[src/rtl/dmem_arb_pkg.sv]
// Shared types and constants for the two-port data-memory arbiter.
package dmem_arb_pkg;

  localparam int unsigned DMEM_DATA_W = 19;
  localparam int unsigned DMEM_ADDR_W = 19;
  localparam int unsigned DMEM_DEPTH  = 256;

  localparam logic PORT_CPU = 1'b0;
  localparam logic PORT_DMA = 1'b1;

  typedef enum logic [1:0] {
    StIdle,
    StAccess,
    StResp
  } dmem_state_e;

endpackage

[src/rtl/dmem_arbiter_if.sv]
// Request/response handshakes for both requesters plus the memory port.
// The slave modport is the arbiter's view; master is the requesters/memory side.
interface dmem_arbiter_if
  import dmem_arb_pkg::*;
#(
  parameter int unsigned DATA_W = DMEM_DATA_W,
  parameter int unsigned ADDR_W = DMEM_ADDR_W
);
  logic              p0_req_valid, p1_req_valid;
  logic              p0_req_ready, p1_req_ready;
  logic              p0_req_we, p1_req_we;
  logic [ADDR_W-1:0] p0_req_addr, p1_req_addr;
  logic [DATA_W-1:0] p0_req_wdata, p1_req_wdata;
  logic              p0_rsp_valid, p1_rsp_valid;
  logic [DATA_W-1:0] p0_rsp_rdata, p1_rsp_rdata;
  logic              p0_rsp_err, p1_rsp_err;
  logic              mem_write, mem_read;
  logic [ADDR_W-1:0] mem_addr;
  logic [DATA_W-1:0] mem_wdata;
  logic [DATA_W-1:0] mem_rdata;

  modport slave (
    input  p0_req_valid, p1_req_valid, p0_req_we, p1_req_we,
    input  p0_req_addr, p1_req_addr, p0_req_wdata, p1_req_wdata,
    output p0_req_ready, p1_req_ready,
    output p0_rsp_valid, p1_rsp_valid, p0_rsp_rdata, p1_rsp_rdata,
    output p0_rsp_err, p1_rsp_err,
    output mem_write, mem_read, mem_addr, mem_wdata,
    input  mem_rdata
  );

  modport master (
    output p0_req_valid, p1_req_valid, p0_req_we, p1_req_we,
    output p0_req_addr, p1_req_addr, p0_req_wdata, p1_req_wdata,
    input  p0_req_ready, p1_req_ready,
    input  p0_rsp_valid, p1_rsp_valid, p0_rsp_rdata, p1_rsp_rdata,
    input  p0_rsp_err, p1_rsp_err,
    input  mem_write, mem_read, mem_addr, mem_wdata,
    output mem_rdata
  );
endinterface

[src/rtl/dmem_arb_pick.sv]
// Combinational 2-way grant. Macro DMEM_ARB_RR_EN selects round-robin
// (using the last-grant pointer); otherwise port 0 has fixed priority.
module dmem_arb_pick (
  input  logic [1:0] valid_i,
`ifdef DMEM_ARB_RR_EN
  input  logic       last_i,
`endif
  output logic [1:0] grant_o
);

`ifdef DMEM_ARB_RR_EN
  // On a tie, grant the port that did not win last time.
  always_comb begin
    grant_o = valid_i;
    if (&valid_i) begin
      grant_o = last_i ? 2'b01 : 2'b10;
    end
  end
`else
  // Port 0 always wins; port 1 only when port 0 is idle.
  always_comb begin
    grant_o    = 2'b00;
    grant_o[0] = valid_i[0];
    grant_o[1] = valid_i[1] & ~valid_i[0];
  end
`endif

endmodule

[src/rtl/dmem_arbiter.sv]
// Two-port arbiter/sequencer for the 256-word data memory.
// One request per three cycles: accept (IDLE), memory strobe (ACCESS), response (RESP).
// Build option: DMEM_ARB_RR_EN enables round-robin arbitration.
module dmem_arbiter
  import dmem_arb_pkg::*;
#(
  parameter int unsigned DATA_W = DMEM_DATA_W,
  parameter int unsigned ADDR_W = DMEM_ADDR_W,
  parameter int unsigned DEPTH  = DMEM_DEPTH
) (
  input logic           clk,
  input logic           rst_n,
  dmem_arbiter_if.slave bus
);

  dmem_state_e       state_q, state_d;
  logic              lat_we_q, lat_we_d;
  logic              lat_port_q, lat_port_d;
  logic              lat_oor_q, lat_oor_d;
  logic [ADDR_W-1:0] lat_addr_q, lat_addr_d;
  logic [DATA_W-1:0] lat_wdata_q, lat_wdata_d;
  logic [DATA_W-1:0] rsp_rdata_q, rsp_rdata_d;
  logic              rsp_err_q, rsp_err_d;

  logic [1:0]        grant;
  logic              win_port;
  logic              win_we;
  logic [ADDR_W-1:0] win_addr;
  logic [DATA_W-1:0] win_wdata;

`ifdef DMEM_ARB_RR_EN
  logic last_q, last_d;

  dmem_arb_pick u_pick (
    .valid_i ({bus.p1_req_valid, bus.p0_req_valid}),
    .last_i  (last_q),
    .grant_o (grant)
  );
`else
  dmem_arb_pick u_pick (
    .valid_i ({bus.p1_req_valid, bus.p0_req_valid}),
    .grant_o (grant)
  );
`endif

  // Payload of the winning port.
  always_comb begin
    win_port  = grant[1] ? PORT_DMA : PORT_CPU;
    win_we    = grant[1] ? bus.p1_req_we    : bus.p0_req_we;
    win_addr  = grant[1] ? bus.p1_req_addr  : bus.p0_req_addr;
    win_wdata = grant[1] ? bus.p1_req_wdata : bus.p0_req_wdata;
  end

  // Next-state, latches and all bus outputs.
  always_comb begin
    state_d          = state_q;
    lat_we_d         = lat_we_q;
    lat_port_d       = lat_port_q;
    lat_oor_d        = lat_oor_q;
    lat_addr_d       = lat_addr_q;
    lat_wdata_d      = lat_wdata_q;
    rsp_rdata_d      = rsp_rdata_q;
    rsp_err_d        = rsp_err_q;
`ifdef DMEM_ARB_RR_EN
    last_d           = last_q;
`endif
    bus.p0_req_ready = 1'b0;
    bus.p1_req_ready = 1'b0;
    bus.p0_rsp_valid = 1'b0;
    bus.p1_rsp_valid = 1'b0;
    bus.p0_rsp_rdata = '0;
    bus.p1_rsp_rdata = '0;
    bus.p0_rsp_err   = 1'b0;
    bus.p1_rsp_err   = 1'b0;
    bus.mem_write    = 1'b0;
    bus.mem_read     = 1'b0;
    bus.mem_addr     = '0;
    bus.mem_wdata    = '0;

    unique case (state_q)
      StIdle: begin
        bus.p0_req_ready = grant[0];
        bus.p1_req_ready = grant[1];
        if (|grant) begin
          lat_we_d    = win_we;
          lat_port_d  = win_port;
          lat_addr_d  = win_addr;
          lat_wdata_d = win_wdata;
          lat_oor_d   = 32'(win_addr) >= DEPTH;
`ifdef DMEM_ARB_RR_EN
          last_d      = win_port;
`endif
          state_d     = StAccess;
        end
      end
      StAccess: begin
        bus.mem_addr  = lat_addr_q;
        bus.mem_wdata = lat_wdata_q;
        bus.mem_write = ~lat_oor_q & lat_we_q;
        bus.mem_read  = ~lat_oor_q & ~lat_we_q;
        // Writes and range errors report zero data.
        rsp_rdata_d   = (lat_we_q | lat_oor_q) ? '0 : bus.mem_rdata;
        rsp_err_d     = lat_oor_q;
        state_d       = StResp;
      end
      StResp: begin
        if (lat_port_q == PORT_DMA) begin
          bus.p1_rsp_valid = 1'b1;
          bus.p1_rsp_rdata = rsp_rdata_q;
          bus.p1_rsp_err   = rsp_err_q;
        end else begin
          bus.p0_rsp_valid = 1'b1;
          bus.p0_rsp_rdata = rsp_rdata_q;
          bus.p0_rsp_err   = rsp_err_q;
        end
        state_d = StIdle;
      end
      default: state_d = StIdle;
    endcase
  end

  // State, request latch and response registers.
  always_ff @(posedge clk or negedge rst_n) begin
    if (!rst_n) begin
      state_q     <= StIdle;
      lat_we_q    <= 1'b0;
      lat_port_q  <= PORT_CPU;
      lat_oor_q   <= 1'b0;
      lat_addr_q  <= '0;
      lat_wdata_q <= '0;
      rsp_rdata_q <= '0;
      rsp_err_q   <= 1'b0;
    end else begin
      state_q     <= state_d;
      lat_we_q    <= lat_we_d;
      lat_port_q  <= lat_port_d;
      lat_oor_q   <= lat_oor_d;
      lat_addr_q  <= lat_addr_d;
      lat_wdata_q <= lat_wdata_d;
      rsp_rdata_q <= rsp_rdata_d;
      rsp_err_q   <= rsp_err_d;
    end
  end

`ifdef DMEM_ARB_RR_EN
  // Last-grant pointer; resets to port 1 so port 0 wins the first tie.
  always_ff @(posedge clk or negedge rst_n) begin
    if (!rst_n) begin
      last_q <= PORT_DMA;
    end else begin
      last_q <= last_d;
    end
  end
`endif

endmodule

[src/flat_wrapper.sv]
// flat-port wrapper written by rule: the top's interface ports become plain ports
module dmem_arbiter_flat import dmem_arb_pkg::*;
#(
  parameter int unsigned DATA_W = DMEM_DATA_W,
  parameter int unsigned ADDR_W = DMEM_ADDR_W,
  parameter int unsigned DEPTH  = DMEM_DEPTH
)
  (clk, rst_n, bus_p0_req_valid, bus_p1_req_valid, bus_p0_req_we, bus_p1_req_we, bus_p0_req_addr, bus_p1_req_addr, bus_p0_req_wdata, bus_p1_req_wdata, bus_p0_req_ready, bus_p1_req_ready, bus_p0_rsp_valid, bus_p1_rsp_valid, bus_p0_rsp_rdata, bus_p1_rsp_rdata, bus_p0_rsp_err, bus_p1_rsp_err, bus_mem_write, bus_mem_read, bus_mem_addr, bus_mem_wdata, bus_mem_rdata);
  dmem_arbiter_if #(.DATA_W(DATA_W), .ADDR_W(ADDR_W)) bus_i ();
  input logic clk;
  input logic rst_n;
  input wire logic [$bits(bus_i.p0_req_valid)-1:0] bus_p0_req_valid;
  input wire logic [$bits(bus_i.p1_req_valid)-1:0] bus_p1_req_valid;
  input wire logic [$bits(bus_i.p0_req_we)-1:0] bus_p0_req_we;
  input wire logic [$bits(bus_i.p1_req_we)-1:0] bus_p1_req_we;
  input wire logic [$bits(bus_i.p0_req_addr)-1:0] bus_p0_req_addr;
  input wire logic [$bits(bus_i.p1_req_addr)-1:0] bus_p1_req_addr;
  input wire logic [$bits(bus_i.p0_req_wdata)-1:0] bus_p0_req_wdata;
  input wire logic [$bits(bus_i.p1_req_wdata)-1:0] bus_p1_req_wdata;
  output wire logic [$bits(bus_i.p0_req_ready)-1:0] bus_p0_req_ready;
  output wire logic [$bits(bus_i.p1_req_ready)-1:0] bus_p1_req_ready;
  output wire logic [$bits(bus_i.p0_rsp_valid)-1:0] bus_p0_rsp_valid;
  output wire logic [$bits(bus_i.p1_rsp_valid)-1:0] bus_p1_rsp_valid;
  output wire logic [$bits(bus_i.p0_rsp_rdata)-1:0] bus_p0_rsp_rdata;
  output wire logic [$bits(bus_i.p1_rsp_rdata)-1:0] bus_p1_rsp_rdata;
  output wire logic [$bits(bus_i.p0_rsp_err)-1:0] bus_p0_rsp_err;
  output wire logic [$bits(bus_i.p1_rsp_err)-1:0] bus_p1_rsp_err;
  output wire logic [$bits(bus_i.mem_write)-1:0] bus_mem_write;
  output wire logic [$bits(bus_i.mem_read)-1:0] bus_mem_read;
  output wire logic [$bits(bus_i.mem_addr)-1:0] bus_mem_addr;
  output wire logic [$bits(bus_i.mem_wdata)-1:0] bus_mem_wdata;
  input wire logic [$bits(bus_i.mem_rdata)-1:0] bus_mem_rdata;
  assign bus_i.p0_req_valid = bus_p0_req_valid;
  assign bus_i.p1_req_valid = bus_p1_req_valid;
  assign bus_i.p0_req_we = bus_p0_req_we;
  assign bus_i.p1_req_we = bus_p1_req_we;
  assign bus_i.p0_req_addr = bus_p0_req_addr;
  assign bus_i.p1_req_addr = bus_p1_req_addr;
  assign bus_i.p0_req_wdata = bus_p0_req_wdata;
  assign bus_i.p1_req_wdata = bus_p1_req_wdata;
  assign bus_p0_req_ready = bus_i.p0_req_ready;
  assign bus_p1_req_ready = bus_i.p1_req_ready;
  assign bus_p0_rsp_valid = bus_i.p0_rsp_valid;
  assign bus_p1_rsp_valid = bus_i.p1_rsp_valid;
  assign bus_p0_rsp_rdata = bus_i.p0_rsp_rdata;
  assign bus_p1_rsp_rdata = bus_i.p1_rsp_rdata;
  assign bus_p0_rsp_err = bus_i.p0_rsp_err;
  assign bus_p1_rsp_err = bus_i.p1_rsp_err;
  assign bus_mem_write = bus_i.mem_write;
  assign bus_mem_read = bus_i.mem_read;
  assign bus_mem_addr = bus_i.mem_addr;
  assign bus_mem_wdata = bus_i.mem_wdata;
  assign bus_i.mem_rdata = bus_mem_rdata;
  dmem_arbiter #(.DATA_W(DATA_W), .ADDR_W(ADDR_W), .DEPTH(DEPTH)) u_core (.clk(clk), .rst_n(rst_n), .bus(bus_i));
endmodule
[config.mk]
export PLATFORM = sky130hd
export DESIGN_NAME = dmem_arbiter_flat
export DESIGN_NICKNAME = d
export VERILOG_FILES = /design/src/rtl/dmem_arb_pkg.sv /design/src/rtl/dmem_arbiter_if.sv /design/src/rtl/dmem_arb_pick.sv /design/src/rtl/dmem_arbiter.sv /design/src/flat_wrapper.sv
export SDC_FILE = /design/constraint.sdc
export NUM_CORES = 1
export LEC_CHECK = 0
export CAP_MARGIN = 10
export CORE_MARGIN = 8
export CORE_UTILIZATION = 57
export DETAILED_ROUTE_END_ITERATION = 10
export DONT_BUFFER_PORTS = 1
export GPL_ROUTABILITY_DRIVEN = 0
export MAX_ROUTING_LAYER = met4
export PLACE_DENSITY_LB_ADDON = 0.1
export SYNTH_ARGS = -nofsm -noshare
export SYNTH_HDL_FRONTEND = slang
export SYNTH_HIERARCHICAL = 1
export SYNTH_SLANG_ARGS = --single-unit
[constraint.sdc]
create_clock -name clk -period 1.85 [get_ports clk]
set_clock_uncertainty 0.2 [all_clocks]
set_input_delay 0.37 -clock clk [delete_from_list [all_inputs] [get_ports clk]]
set_output_delay 0.37 -clock clk [all_outputs]
set_load 0.01 [all_outputs]
* Word-level counts from Yosys, hierarchy flattened
Cells that the tools add are included.
Widths: inputs -> output; s select.
** Word-level totals
- Register bits after elaboration :: 63
- Output and inout port bits :: 84
** Cells by class
- Magnitude comparators :: 1
- Equality and inequality tests :: 3
- Multiplexer cells :: 25
- Bitwise operators :: 7
- Reduce and logical (&&, ||, !) cells :: 3
** Operator list (number)
- $mux 19 :: 9
- $ge 19x9->1 const B :: 1
- $mux 1 :: 14
- $pmux 2 s2 :: 1
- $and 1x1->1 :: 3
- $not 1->1 :: 3
- $eq 2x1->1 const B :: 1
- $eq 2x2->1 const B :: 1
- $logic_not 2->1 :: 1
- $mux 2 :: 1
- $ne 2x1->1 const B :: 1
- $reduce_and 2->1 :: 1
- $reduce_or 2->1 :: 1
- $or 1x1->1 :: 1

* Longest topological paths before layout
- Depth after elaboration :: 5
- Depth in mapped cells :: 6

* By module
The synthesis kept the hierarchy.
** Modules (own cells, without submodules)
- dmem_arbiter :: times used 1, cells an instance 332, area an instance 3235.6 um^2, seq. area each 1576.5 um^2
- dmem_arb_pick :: times used 1, cells an instance 2, area an instance 21.3 um^2, seq. area each 0.0 um^2

* Worst setup path before layout
Ideal clock, no wire load.
- Path kind :: in2reg
- From :: in bus_p1_req_valid
- To :: reg u_core.lat_oor_q
- Setup time :: 129 ps
- Arrival :: 1432 ps
- Path slack :: 89 ps
- Stages on the path :: 6
- Path through :: nor2b_4 -> buf_6 -> or4_1 -> o22a_1 -> a21oi_1 -> o21ai_1
** Between the ends
- Word-level cells in the longest chain between the ends :: 3
- Elaborated cells on any way between the ends :: 5
- Classes of those cells :: order compare: 1; mux: 1; bitwise: 1; reduce/logical: 2
** Ends and longest elaborated chain
- start, declared :: RTL line flat_wrapper.sv:13 : input wire logic [$bits(bus_i.p1_req_valid)-1:0] bus_p1_req_valid;
- $and 1x1->1 * :: RTL line dmem_arb_pick.sv:24 : grant_o[1] = valid_i[1] & ~valid_i[0];
- $mux 19 / $reduce_or 2->1 (equally long branches) :: RTL line dmem_arbiter.sv:50, dmem_arbiter.sv:84
- $ge 19x9->1 / $reduce_and 2->1 (equally long branches)
- end signal, assigned :: RTL line dmem_arbiter.sv:137 : lat_oor_q <= lat_oor_d;
- end, declared :: RTL line dmem_arbiter.sv:19 : logic lat_oor_q, lat_oor_d;
Every way passes the cells marked *; elsewhere a longest branch is shown, timed or not.
A chain may end at the register's enable or synchronous reset.

* Worst setup path in the final report
- From :: reg u_core.state_q[0]
- To :: out bus_p0_rsp_rdata[11]
** Between the ends
- Word-level cells in the longest chain between the ends :: 2
** Ends and longest elaborated chain
- start, declared :: RTL line dmem_arbiter.sv:16 : dmem_state_e state_q, state_d;
- start signal, assigned :: RTL line dmem_arbiter.sv:125 : state_q <= StIdle;
- start signal, assigned :: RTL line dmem_arbiter.sv:134 : state_q <= state_d;
- $eq 2x2->1 :: RTL line dmem_arbiter.sv:80 : unique case (state_q)
- $mux 19 :: RTL line dmem_arbiter.sv:80
- end, declared :: RTL line flat_wrapper.sv:24 : output wire logic [$bits(bus_i.p0_rsp_rdata)-1:0] bus_p0_rsp_rdata;
Every way passes these cells.

==> out/qor.yml <==
area_growth_pct: 30.5
min_period_ps: 1970
vias: 2549
power_mw: 6.39
synth-seq-cells: 63
grt_usage: 0.209
p_per_area_mw_per_mm2: 1500
drive_above_1_share: 0.298
finalHoldViolCount: 63
drtIter0Drc: 123
crit_required_ps: 1280
initial_core_util: 0.591
yosys-top-cells-area: "dfrtp_1 48%, and2_1 15%, mux2i_1 12%"
ant_nets: 0
avgRoutedWirePerCell_um: 21.4
worstSetupStartpointType: "flop"
ctsRootBufferMaster: "clkbuf_8"
postSynthAreaPerCell_um2: 9.75
ios: 185
drc_errors: 0
dp_hpwl_mm: 5.98
hold_class: "input port to async pin"
coreArea_mm2: 0.00551
grt_max_degree: 64
grt_pass1_vias: 2645
syn_area_mm2: 0.00326
synth_top_area_cell: "dfrtp_1"
worstPathCellList: "nor3b_2 > buf_6 > and2_1"
via_per_inst: 5.74
synth_warnings: 6
final_util: 0.772
insertion_delay_ps: 330
mostFrequentLayoutCells: "62 x dfrtp_1, 58 x and2_4, 49 x nand2_1, 39 x mux2i_1, 39 x o21ai_0"
timing.fmax_mhz: 507
synthArstFlopShare: 1.00
maxCapViolations: 0
crit_fanout: 21
cts.clk_slew.worst_paths_ps: 70
row_count: 27
run_status: "finished with violations"
fin_setup_tns_ps: -5410
nNetsFinal: 468
wl_mm: 9.52
crit_type: "flop to primary output"
cts_buffer_depth: 2
htreeDepth: 3
portBuffers: 0
final_common_cell: "dfrtp_1"
dieArea_mm2: 0.00839
clock_sinks: 63
worst_slack_ps: -122
cts_tree: "done"
holdBufCountCts: 19
end_kind: "primary output"
synth.distinct_cells: 24
pre_cts_ws_ps: 82.0
violations: "hold timing, setup timing"
slowest_stage: "dfrtp_2"
n_antenna_cell: 0
p_leak_nw: 1.96
holdWs_ps: -479
yosysTopAreaCellShare: 0.484
syn-instance-count: 334
synth_nets: 435
grt_pass1_wl_mm: 13.6
cts_buffers: 9
fp.dieW_um: 91.6
die_y_um: 91.6
worstMarginPinSlew_ps: 341
drt_first_pass_iters: 4
rsz0062_at_grt: "yes"
crit_arrival_ps: 1400
drv_slew: 0
gr-total-overflow: 0
finalCritPeriodShare: 1.07
synth_ff_type: "dfrtp_1"
irDropWorstVdd_v: 0.000879
synth_edf_count: 0
setup_viol: 83
seq_area_frac_synth: 0.484
relSlewSlack: 0.771
cpPeakStageDelay_ps: 440
antenna_found_initial: 0
[logic make-up after synthesis]
group	after synthesis	share of synthesized area
simple gates	140	0.236
flops	63	0.484
compound gates	62	0.118
mux	39	0.120
buf+inv	30	0.0415
[area by class of cell]
type	instances	area, um2
Sequential cell	63	1580
Fill cell	365	1260
Clock inverter	3	40.0
Tap cell	72	90.1
Timing Repair Buffer	48	614
Inverter	4	27.5
Multi-Input combinational cell	241	1730
Clock buffer	13	169
[worst max-delay path: cells and delay by family (launching register included)]
kind,cells,cell delay (ps)
flops,1,440
buf+inv,1,210
simple gates,2,430
[state kept, by name, indices dropped and copies added (netlist names)]
register / count
u_core/rsp_err_q: 1
u_core/rsp_rdata_q: 19
u_core/state_q: 2
u_core/lat_addr_q: 19
u_core/lat_oor_q: 1
u_core/lat_port_q: 1
u_core/lat_wdata_q: 19
u_core/lat_we_q: 1
[cells in the mapped netlist (2+ instances only)]
cell and count:
and2_1 78, a22o_1 19, o21ai_1 2, clkbuf_1 15, mux2i_1 39, nand2_1 49, buf_2 9, inv_1 4
dfrtp_1 63, nor3b_1 2, nor4_1 3, o21ai_0 39
[stage by stage]
step	std cells	area, um2
CTS	434	4030
global placement	393	3410
floorplan	334	3260
global route	444	4250
detailed placement	393	3410
finish	444	4250
[where the power goes]
group	total [mW]	switching (mW)	internal (mW)	leakage (nW)
Sequential	2.40	0.415	1.99	0.796
Combinational	2.74	1.34	1.40	1.06
Clock	1.24	0.515	0.729	0.109
Total	6.39	2.27	4.12	1.96
[metal layers]
| metal | wire (um) | part of all wire | global-route usage | vias to the layer above |
|---|---|---|---|---|
| met4 | 74 | 0.0078 | 0.0737 | 0 |
| met3 | 746 | 0.078 | 0.0691 | 6 |
| met1 | 3850 | 0.40 | 0.236 | 1219 |
| met2 | 4850 | 0.51 | 0.339 | 130 |
| met5 | 0 | 0 | - | - |
| li1 | - | - | - | 1194 |
[worst paths after layout]
check / from / endpoint / slack, ps / cells after the start
hold / removal: rst_n / u_core/lat_wdata_q[9] / -480 / 0
setup reg to reg: u_core/state_q[1] / u_core/rsp_rdata_q[0] / 90 / 7
max in group asynchronous: rst_n / u_core/state_q[0] / 1810 / 0
hold reg to reg: u_core/lat_addr_q[3] / u_core/lat_addr_q[3] / 280 / 2
setup / recovery: u_core/state_q[0] / bus_p0_rsp_rdata[11] / -120 / 3
min in group clk: bus_p0_req_valid / u_core/lat_port_q / 20 / 3
[what timing repair did]
action,4_1_cts,5_1_grt
gates cloned,3,8
pin swaps,5,23
endpoints found under the setup margin,83,86
hold endpoints to repair,82,63
setup buffers,3,3
gates resized for setup,47,40
(Power assumes the default switching activity.)
